File: src/rtl/cpu_ctrl_pkg.sv
// Shared definitions for the LEGv8 pipelined control unit.
// Holds the opcode match patterns (with '?' wildcards for casez), the ALU
// operation codes and the per-stage control bundles with their bubble values.
package cpu_ctrl_pkg;

  // ALU operation codes driven to the EX stage
  localparam logic [2:0] ALUOP_PASSB = 3'b000;
  localparam logic [2:0] ALUOP_SHIFT = 3'b001;
  localparam logic [2:0] ALUOP_ADD   = 3'b010;
  localparam logic [2:0] ALUOP_SUB   = 3'b011;
  localparam logic [2:0] ALUOP_MUL   = 3'b111;

  // Opcode patterns on instr[31:21]; low bits of the shorter encodings are wildcards
  localparam logic [10:0] OP_ADDI = 11'b1001000100?;
  localparam logic [10:0] OP_ADDS = 11'b10101011000;
  localparam logic [10:0] OP_SUBS = 11'b11101011000;
  localparam logic [10:0] OP_MUL  = 11'b10011011000;
  localparam logic [10:0] OP_LSL  = 11'b11010011011;
  localparam logic [10:0] OP_LSR  = 11'b11010011010;
  localparam logic [10:0] OP_LDUR = 11'b11111000010;
  localparam logic [10:0] OP_STUR = 11'b11111000000;
  localparam logic [10:0] OP_CBZ  = 11'b10110100???;
  localparam logic [10:0] OP_BLT  = 11'b01010100???;
  localparam logic [10:0] OP_B    = 11'b000101?????;

  typedef struct packed {
    logic [2:0] aluop;
    logic       alusrc;
    logic       shiftdir;
    logic       flagen;
    logic       brsel;
    logic       branch;
    logic       ubranch;
  } ex_ctrl_t;

  typedef struct packed {
    logic read;
    logic write;
  } mem_ctrl_t;

  typedef struct packed {
    logic regwrite;
    logic memtoreg;
  } wb_ctrl_t;

  localparam ex_ctrl_t  EX_BUBBLE  = '0;
  localparam mem_ctrl_t MEM_BUBBLE = '0;
  localparam wb_ctrl_t  WB_BUBBLE  = '0;

endpackage

File: src/rtl/ctrl_decoder.sv
// Pure combinational opcode decoder for the LEGv8 subset.
// Ports:
//   opcode_i    instr[31:21]
//   ex_o        EX-stage control bundle
//   mem_o       MEM-stage control bundle
//   wb_o        WB-stage control bundle
//   reg2loc_o   register-file port 2 select (1 = Rd/Rt, 0 = Rm)
//   uses_rn_o   instruction reads Rn
//   uses_r2_o   instruction reads register-file port 2
//   illegal_o   opcode matches no supported instruction
// Every field not set by a matching instruction stays 0, so an unknown opcode
// yields an all-zero bubble rather than X.
module ctrl_decoder
  import cpu_ctrl_pkg::*;
(
  input  logic [10:0] opcode_i,
  output ex_ctrl_t    ex_o,
  output mem_ctrl_t   mem_o,
  output wb_ctrl_t    wb_o,
  output logic        reg2loc_o,
  output logic        uses_rn_o,
  output logic        uses_r2_o,
  output logic        illegal_o
);

  // Start from a bubble and set only what each instruction needs
  always_comb begin
    ex_o      = EX_BUBBLE;
    mem_o     = MEM_BUBBLE;
    wb_o      = WB_BUBBLE;
    reg2loc_o = 1'b0;
    uses_rn_o = 1'b0;
    uses_r2_o = 1'b0;
    illegal_o = 1'b0;
    casez (opcode_i)
      OP_ADDI: begin
        ex_o.aluop  = ALUOP_ADD;
        ex_o.alusrc = 1'b1;
        wb_o.regwrite = 1'b1;
        uses_rn_o   = 1'b1;
      end
      OP_ADDS, OP_SUBS: begin
        ex_o.aluop  = (opcode_i == OP_SUBS) ? ALUOP_SUB : ALUOP_ADD;
        ex_o.flagen = 1'b1;
        wb_o.regwrite = 1'b1;
        uses_rn_o   = 1'b1;
        uses_r2_o   = 1'b1;
      end
      OP_MUL: begin
        ex_o.aluop  = ALUOP_MUL;
        wb_o.regwrite = 1'b1;
        uses_rn_o   = 1'b1;
        uses_r2_o   = 1'b1;
      end
      // Shift amount comes from the immediate field, hence alusrc
      OP_LSL, OP_LSR: begin
        ex_o.aluop    = ALUOP_SHIFT;
        ex_o.alusrc   = 1'b1;
        ex_o.shiftdir = (opcode_i == OP_LSR);
        wb_o.regwrite = 1'b1;
        uses_rn_o     = 1'b1;
      end
      OP_LDUR: begin
        ex_o.aluop    = ALUOP_ADD;
        ex_o.alusrc   = 1'b1;
        mem_o.read    = 1'b1;
        wb_o.regwrite = 1'b1;
        wb_o.memtoreg = 1'b1;
        uses_rn_o     = 1'b1;
      end
      // Store data (Rt) is read through port 2
      OP_STUR: begin
        ex_o.aluop  = ALUOP_ADD;
        ex_o.alusrc = 1'b1;
        mem_o.write = 1'b1;
        reg2loc_o   = 1'b1;
        uses_rn_o   = 1'b1;
        uses_r2_o   = 1'b1;
      end
      // CBZ passes Rt through the ALU to test it for zero
      OP_CBZ: begin
        ex_o.aluop  = ALUOP_PASSB;
        ex_o.branch = 1'b1;
        reg2loc_o   = 1'b1;
        uses_r2_o   = 1'b1;
      end
      OP_BLT: begin
        ex_o.branch = 1'b1;
        ex_o.brsel  = 1'b1;
      end
      OP_B: begin
        ex_o.ubranch = 1'b1;
      end
      default: illegal_o = 1'b1;
    endcase
  end

endmodule

File: src/rtl/pipelined_control_unit.sv
// Decode stage plus EX/MEM/WB control pipeline for the pipelined LEGv8 CPU.
// Ports:
//   clk, reset_n                clock and synchronous active-low reset
//   id_valid, id_opcode         live instruction in ID and its opcode
//   id_rn, id_rm, id_rd         register fields of the ID instruction
//   br_taken                    branch taken in EX; kills the ID instruction
//   stall_ext                   freezes every pipeline register
//   id_reg2loc                  comb register-file port 2 select
//   stall                       comb hold request for PC and IF/ID
//   illegal                     registered pulse for an accepted bad opcode
//   ex_* / mem_* / wb_*         registered per-stage control outputs
module pipelined_control_unit
  import cpu_ctrl_pkg::*;
#(
  parameter int REG_AW   = 5,
  parameter int ALUOP_W  = 3,
  parameter int FLAG_FWD = 1,
  parameter int ZERO_REG = 31
) (
  input  logic               clk,
  input  logic               reset_n,
  input  logic               id_valid,
  input  logic [10:0]        id_opcode,
  input  logic [REG_AW-1:0]  id_rn,
  input  logic [REG_AW-1:0]  id_rm,
  input  logic [REG_AW-1:0]  id_rd,
  input  logic               br_taken,
  input  logic               stall_ext,
  output logic               id_reg2loc,
  output logic               stall,
  output logic               illegal,
  output logic               ex_valid,
  output logic [ALUOP_W-1:0] ex_aluop,
  output logic               ex_alusrc,
  output logic               ex_shiftdir,
  output logic               ex_flagen,
  output logic               ex_brsel,
  output logic               ex_branch,
  output logic               ex_ubranch,
  output logic               mem_valid,
  output logic               mem_read,
  output logic               mem_write,
  output logic               wb_valid,
  output logic               wb_regwrite,
  output logic               wb_memtoreg,
  output logic [REG_AW-1:0]  wb_rd
);

  ex_ctrl_t  dec_ex;
  mem_ctrl_t dec_mem;
  wb_ctrl_t  dec_wb;
  logic      dec_reg2loc, dec_uses_rn, dec_uses_r2, dec_illegal;

  ctrl_decoder u_dec (
    .opcode_i  (id_opcode),
    .ex_o      (dec_ex),
    .mem_o     (dec_mem),
    .wb_o      (dec_wb),
    .reg2loc_o (dec_reg2loc),
    .uses_rn_o (dec_uses_rn),
    .uses_r2_o (dec_uses_r2),
    .illegal_o (dec_illegal)
  );

  // EX stage carries its own MEM/WB groups and rd onward
  logic              ex_valid_q, ex_valid_d;
  ex_ctrl_t          ex_ctrl_q, ex_ctrl_d;
  mem_ctrl_t         ex_mem_q, ex_mem_d;
  wb_ctrl_t          ex_wb_q, ex_wb_d;
  logic [REG_AW-1:0] ex_rd_q, ex_rd_d;

  logic              mem_valid_q;
  mem_ctrl_t         mem_ctrl_q;
  wb_ctrl_t          mem_wb_q;
  logic [REG_AW-1:0] mem_rd_q;

  logic              wb_valid_q;
  wb_ctrl_t          wb_ctrl_q;
  logic [REG_AW-1:0] wb_rd_q;

  logic              illegal_q, illegal_d;

  logic [REG_AW-1:0] r2_idx;
  logic              load_in_ex, load_hazard, flag_hazard, hazard, accept;

  // A load in EX cannot forward to ID; XZR writes are discarded so never conflict.
  // The flag hazard only exists when BLT cannot see flags produced in EX.
  always_comb begin
    r2_idx      = dec_reg2loc ? id_rd : id_rm;
    load_in_ex  = ex_valid_q & ex_mem_q.read & (ex_rd_q != REG_AW'(ZERO_REG));
    load_hazard = id_valid & load_in_ex &
                  ((dec_uses_rn & (id_rn == ex_rd_q)) |
                   (dec_uses_r2 & (r2_idx == ex_rd_q)));
    flag_hazard = (FLAG_FWD == 0) & id_valid & dec_ex.brsel &
                  ex_valid_q & ex_ctrl_q.flagen;
    hazard      = load_hazard | flag_hazard;
    accept      = id_valid & ~dec_illegal & ~br_taken & ~hazard;
    ex_valid_d  = accept;
    ex_ctrl_d   = accept ? dec_ex  : EX_BUBBLE;
    ex_mem_d    = accept ? dec_mem : MEM_BUBBLE;
    ex_wb_d     = accept ? dec_wb  : WB_BUBBLE;
    ex_rd_d     = accept ? id_rd   : '0;
    illegal_d   = id_valid & dec_illegal & ~br_taken;
  end

  // Stage registers: reset clears everything, stall_ext freezes the pipe
  always_ff @(posedge clk) begin
    if (!reset_n) begin
      ex_valid_q  <= 1'b0;
      ex_ctrl_q   <= EX_BUBBLE;
      ex_mem_q    <= MEM_BUBBLE;
      ex_wb_q     <= WB_BUBBLE;
      ex_rd_q     <= '0;
      mem_valid_q <= 1'b0;
      mem_ctrl_q  <= MEM_BUBBLE;
      mem_wb_q    <= WB_BUBBLE;
      mem_rd_q    <= '0;
      wb_valid_q  <= 1'b0;
      wb_ctrl_q   <= WB_BUBBLE;
      wb_rd_q     <= '0;
      illegal_q   <= 1'b0;
    end else if (stall_ext) begin
      illegal_q   <= 1'b0;
    end else begin
      ex_valid_q  <= ex_valid_d;
      ex_ctrl_q   <= ex_ctrl_d;
      ex_mem_q    <= ex_mem_d;
      ex_wb_q     <= ex_wb_d;
      ex_rd_q     <= ex_rd_d;
      mem_valid_q <= ex_valid_q;
      mem_ctrl_q  <= ex_mem_q;
      mem_wb_q    <= ex_wb_q;
      mem_rd_q    <= ex_rd_q;
      wb_valid_q  <= mem_valid_q;
      wb_ctrl_q   <= mem_wb_q;
      wb_rd_q     <= mem_rd_q;
      illegal_q   <= illegal_d;
    end
  end

  assign id_reg2loc  = dec_reg2loc;
  assign stall       = hazard & ~br_taken & ~stall_ext;
  assign illegal     = illegal_q;
  assign ex_valid    = ex_valid_q;
  assign ex_aluop    = ALUOP_W'(ex_ctrl_q.aluop);
  assign ex_alusrc   = ex_ctrl_q.alusrc;
  assign ex_shiftdir = ex_ctrl_q.shiftdir;
  assign ex_flagen   = ex_ctrl_q.flagen;
  assign ex_brsel    = ex_ctrl_q.brsel;
  assign ex_branch   = ex_ctrl_q.branch;
  assign ex_ubranch  = ex_ctrl_q.ubranch;
  assign mem_valid   = mem_valid_q;
  assign mem_read    = mem_ctrl_q.read;
  assign mem_write   = mem_ctrl_q.write;
  assign wb_valid    = wb_valid_q;
  assign wb_regwrite = wb_ctrl_q.regwrite;
  assign wb_memtoreg = wb_ctrl_q.memtoreg;
  assign wb_rd       = wb_rd_q;

endmodule
File: config.mk
export PLATFORM = sky130hd
export DESIGN_NAME = pipelined_control_unit
export DESIGN_NICKNAME = d
export VERILOG_FILES = /design/src/rtl/cpu_ctrl_pkg.sv /design/src/rtl/ctrl_decoder.sv /design/src/rtl/pipelined_control_unit.sv
export SDC_FILE = /design/constraint.sdc
export NUM_CORES = 1
export LEC_CHECK = 0
export BUFFER_PORTS_ARGS = -buffer_cell sky130_fd_sc_hd__buf_2
export CAP_MARGIN = 20
export CORE_MARGIN = 10
export CORE_UTILIZATION = 45
export DETAILED_ROUTE_END_ITERATION = 10
export PLACE_DENSITY = 0.69
export SYNTH_ARGS = -nofsm -noshare
export SYNTH_HDL_FRONTEND = slang
export SYNTH_SLANG_ARGS = --single-unit
File: constraint.sdc
create_clock -name clk -period 4.04 [get_ports clk]
set_clock_uncertainty 0.15 [all_clocks]
set_input_delay 0.202 -clock clk [delete_from_list [all_inputs] [get_ports clk]]
set_output_delay 0.202 -clock clk [all_outputs]
set_load 0.02 [all_outputs]
=== Yosys cells after proc, flatten, opt, wreduce, memory -nomap -nowiden ===
Cells that the tools add are included.
Widths: inputs -> output; s select.

* Bitwise logic cells: 18
* Mux-type cells: 20
* Equal/unequal tests: 14
* Reduce and logical (&&, ||, !) cells: 11

{| class="wikitable"
|+ Operators with widths
! cell !! count
|-
| $eq 11x11->1 const B || 7
|-
| $mux 1 || 14
|-
| $and 1x1->1 || 13
|-
| $pmux 3 s4 || 1
|-
| $reduce_or 11->1 || 1
|-
| $eq 10x10->1 const B || 1
|-
| $eq 5x5->1 || 2
|-
| $mux 5 || 2
|-
| $reduce_or 2->1 || 5
|-
| $reduce_or 5->1 || 2
|-
| $mux 9 || 1
|-
| $eq 8x7->1 const B || 1
|-
| $eq 8x8->1 const B || 1
|-
| $reduce_or 8->1 || 1
|-
| $reduce_or 7->1 || 1
|-
| $eq 6x3->1 const B || 1
|-
| $ne 5x5->1 const B || 1
|-
| $mux 2 || 2
|-
| $not 1->1 || 4
|-
| $reduce_or 3->1 || 1
|-
| $or 1x1->1 || 1
|}

* Logic and storage cells: 87
* Register bits after elaboration: 38
* Output and inout port bits: 24
* Input bits: 31

=== Logic depth before layout (Yosys ltp) ===
* Word-level depth: 11
* Depth in mapped cells: 8
* Depth with buffers taken out: 6

=== Modules after synthesis ===
A second synthesis with hierarchy kept.

* Cells, all modules: 216
* Area, all modules: 1,974.4 um^2

{| class="wikitable"
|+ Modules (own cells, without submodules)
! module !! cells an instance !! sequential area each (um^2) !! times used !! area an instance (um^2)
|-
| pipelined_control_unit || 168 || 760.7 || 1 || 1,655.3
|-
| ctrl_decoder || 48 || 0.0 || 1 || 319.1
|}

=== Least setup slack after synthesis ===
Ideal clock, no wire load.

* Path kind: input port to output port
* From: in id_opcode[5]
* To: out stall
* Data required time: 3,688 ps
* Buffers on the path: 1
* Stages on the path: 6
* Arrival time: 2,106 ps
* Path slack: 1,582 ps
* Cells stage by stage: nand4bb_4 > or4_4 > nor2b_4 > a2111o_1 > clkbuf_1 > a21boi_1

* Cells in the longest elaborated chain, start to end: 10

{| class="wikitable"
|+ RTL lines
! element !! RTL line !! text
|-
| from (decl) || pipelined_control_unit.sv:23 || <nowiki>input logic [10:0] id_opcode,</nowiki>
|-
| $eq 11x11->1 or $eq 8x8->1 (tied branches) || ctrl_decoder.sv:35 || <nowiki>casez (opcode_i)</nowiki>
|-
| $reduce_or 2->1 (no source line) || n/a ||
|-
| $mux 1 || ctrl_decoder.sv:35 ||
|-
| $mux 5 || pipelined_control_unit.sv:89 || <nowiki>r2_idx = dec_reg2loc ? id_rd : id_rm;</nowiki>
|-
| $eq 5x5->1 || pipelined_control_unit.sv:93 || <nowiki>(dec_uses_r2 & (r2_idx == ex_rd_q)));</nowiki>
|-
| $and 1x1->1 || pipelined_control_unit.sv:93 ||
|-
| $or 1x1->1 (*) || pipelined_control_unit.sv:92 || <nowiki>((dec_uses_rn & (id_rn == ex_rd_q)) |</nowiki>
|-
| $and 1x1->1 (*) || pipelined_control_unit.sv:91 || <nowiki>load_hazard = id_valid & load_in_ex &</nowiki>
|-
| $and 1x1->1 (*) (2 in series) || pipelined_control_unit.sv:142 || <nowiki>assign stall = hazard & ~br_taken & ~stall_ext;</nowiki>
|-
| to (decl) || pipelined_control_unit.sv:30 || <nowiki>output logic stall,</nowiki>
|}

Every way passes the cells marked *; elsewhere a longest branch is shown, timed or not.

=== Worst setup path in the final report ===
Same ends and word-level chain as after synthesis.

==> results.json <==
{
  "status": "complete, no violations",
  "setup.worst_path.end_class": "output pin",
  "peakVddDrop_v": 0.000188,
  "vias_per_cell": 5.36,
  "rsz0062_at_grt": "false",
  "cts_hold_buf": 0,
  "clk-insertion-delay-late_ns": 0.29,
  "area_delta_synth_final_pct": 19.6,
  "fin_crit_sh_pct": 65.6,
  "synthesis.area_sq_um": 1840,
  "synth_nets": 233,
  "io_buffers": 54,
  "ff_latch_area_sq_um": 721,
  "vias": 1604,
  "reg2reg_depth": 6,
  "pwr-share-comb_pct": 9.1,
  "avgSynthCellArea_sq_um": 9.12,
  "overflow": 0,
  "antenna_violating_nets_post_route": 0,
  "die_h_um": 84.0,
  "ys_seq_elements": 36,
  "die-area_sq_um": 7050,
  "clkTransAtPathRegs_ns": 0.07,
  "synth_cells": 202,
  "cts_buffer_depth": 2,
  "worst-setup-path-type": "input port to output pin",
  "tightest_slew_ns": 0.681,
  "intPower_mw": 0.503,
  "yosys_most_used_dff": "dfxtp_1",
  "tritoncts": "built",
  "core_sq_um": 3970,
  "switchingPower_mw": 0.167,
  "setup_violations": 0,
  "grt.total_usage_pct": 12.7,
  "setup_tns_ns": 0,
  "p_sw_share_pct": 25.0,
  "synthDominantCellAreaShare_pct": 39.1,
  "p_leak_nw": 0.970,
  "pwr-share-seq_pct": 53.0,
  "synth_commonest_cells": "36 x dfxtp_1, 20 x nor2b_1, 18 x mux2i_1, 14 x nand2_1, 12 x clkbuf_1",
  "ys_top_cells_by_area": "dfxtp_1 39%, mux2i_1 9.8%, nor2b_1 6.8%",
  "maxSlewViolCount": 0,
  "antenna_cells": 0,
  "multi_input_comb_area_sq_um": 1050,
  "initial_utilization_pct": 46.4,
  "cp.arrival_ns": 2.30,
  "worstPathMaxFanout": 11,
  "cts_resized": 0,
  "hpwlAfterDp_um": 3490,
  "cts_max_level": 2,
  "final_layout_size_suffix_gt1_share_pct": 26.9,
  "grt_pass1_wl_um": 7580,
  "max_slew_margin_pct": 54.6,
  "yosysWarnings": 0,
  "cts_buffers": 5,
  "cap_violations": 0,
  "finalHoldViolCount": 0,
  "final.fill_count": 350,
  "cts-root-buf": "clkbuf_8",
  "clock_sinks": 36,
  "fin_util_pct": 55.5,
  "grt_start_max_net_pins": 21,
  "first_pass_iters": 4,
  "drc_errors": 0,
  "ios": 55,
  "hp-class": "input port to flop",
  "synth_most_common_cell": "dfxtp_1",
  "nets": 279,
  "synth_area_leader_cell": "dfxtp_1",
  "std_cell_rows": 23,
  "post-cts-setup-buffers": 0,
  "die_w_um": 84.0,
  "finalWirelength_um": 4520,
  "avgRoutedWirePerCell_um": 15.1,
  "antenna_found_initial": 0,
  "synth_cell_type_count": 42,
  "yosysSeqAreaShare_pct": 39.1,
  "p_per_area_nw_per_um2": 304,
  "synth_edf_count": 0,
  "clkPwrFrac_pct": 37.8,
  "drt_iter0_drc": 85,
  "critical_path.startpoint_type": "input port",
  "holdPathStages": 3,
  "ys_async_sr_fraction_pct": 0,
  "post-route-min-period_ns": 2.65,
  "place.gp.congestion": 0.882,
  "fmax_ghz": 0.377,
  "required_ns": 3.69,
  "grt_pass1_vias": 1595
}
==> area by class of cell <==
type / count / area share (%)
Clock buffer: 5 / 3.12
Clock inverter: 3 / 0.852
Inverter: 4 / 0.681
Multi-Input combinational cell: 147 / 47.5
Sequential cell: 36 / 32.7
Tap cell: 50 / 2.84
Timing Repair Buffer: 54 / 12.3
==> worst max-delay path, cell delays in order <==
cell and delay [ns]:
buf_2 0.12, nand4bb_4 0.25, or4_4 0.56, nor2b_4 0.15, a2111o_1 0.60, a21boi_1 0.23, buf_2 0.19
==> power groups by stage <==
| stage | Clock (mW) | Sequential, mW | Combinational [mW] |
|---|---|---|---|
| after floorplan | 0 | 0.364 | 0.0335 |
| after global placement | 0 | 0.364 | 0.0609 |
| after detailed placement | 0 | 0.364 | 0.0608 |
| after CTS | 0.259 | 0.355 | 0.0611 |
| after global routing | 0.281 | 0.355 | 0.0670 |
| final | 0.254 | 0.355 | 0.0612 |
==> sequential cells by signal, summed over array words and instances, names as in the netlist, 2 cells and up <==
| register | flops |
|---|---|
| ex_mem_q | 2 |
| mem_rd_q | 5 |
| ex_aluop | 3 |
| ex_rd_q | 5 |
| wb_rd | 5 |
==> placed cells by master, fill, tap and decap left out, drive strengths merged, types with 2 or more instances in the layout <==
cell type and n:
nor2 7, a32o 5, dfxtp 36, and3 3, nand4 9, o21ai 12
buf 54, inv 4, a22o 2, nor2b 21, and2 2, xnor2 8
clkinv 3, mux2i 18, nand2b 5, o41ai 2, o2111ai 2, nand4bb 3
clkbuf 5, xor2 5, nor3 4, nand2 14, nand3 7, a21oi 3
==> worst paths after layout <==
check,to,start,slack (ns)
hold reg to reg,ex_flagen,ex_flagen,0.30
setup / recovery,stall,id_opcode[5],1.39
hold / removal,ex_rd_q[2],id_rd[2],0.04
setup reg to reg,ex_valid,ex_rd_q[0],1.71
==> routing by layer <==
layer  vias to the layer above  wire length [um]  track usage [%]
li1                        814                 -                -
met1                       726              2120             15.9
met2                        56              1980             18.5
met3                         8               346             5.47
met4                         0                78             4.87
met5                         -                 0                0
==> through the flow <==
| stage | power (mW) | hold slack [ns] | worst slack [ns] | instance area (sq um) | instances |
|---|---|---|---|---|---|
| after global routing | 0.704 | 0.0305 | 1.22 | 2200 | 299 |
| after global placement | 0.424 | 0.286 | 1.39 | 2120 | 291 |
| after detailed placement | 0.424 | 0.292 | 1.35 | 2120 | 291 |
| after CTS | 0.676 | 0.0300 | 1.40 | 2200 | 299 |
| after floorplan | 0.397 | 0.154 | 1.58 | 1840 | 202 |
| final | 0.670 | 0.0355 | 1.39 | 2200 | 299 |
==> cell families after synthesis <==
family	synth area share, %
AOI/OAI and AO/OA	13.3
xor gates and xnor gates	6.18
buffers and inverters	4.01
DFF	39.1
muxes	9.78
and+or+nand+nor	27.6
(Power assumes the default switching activity.)
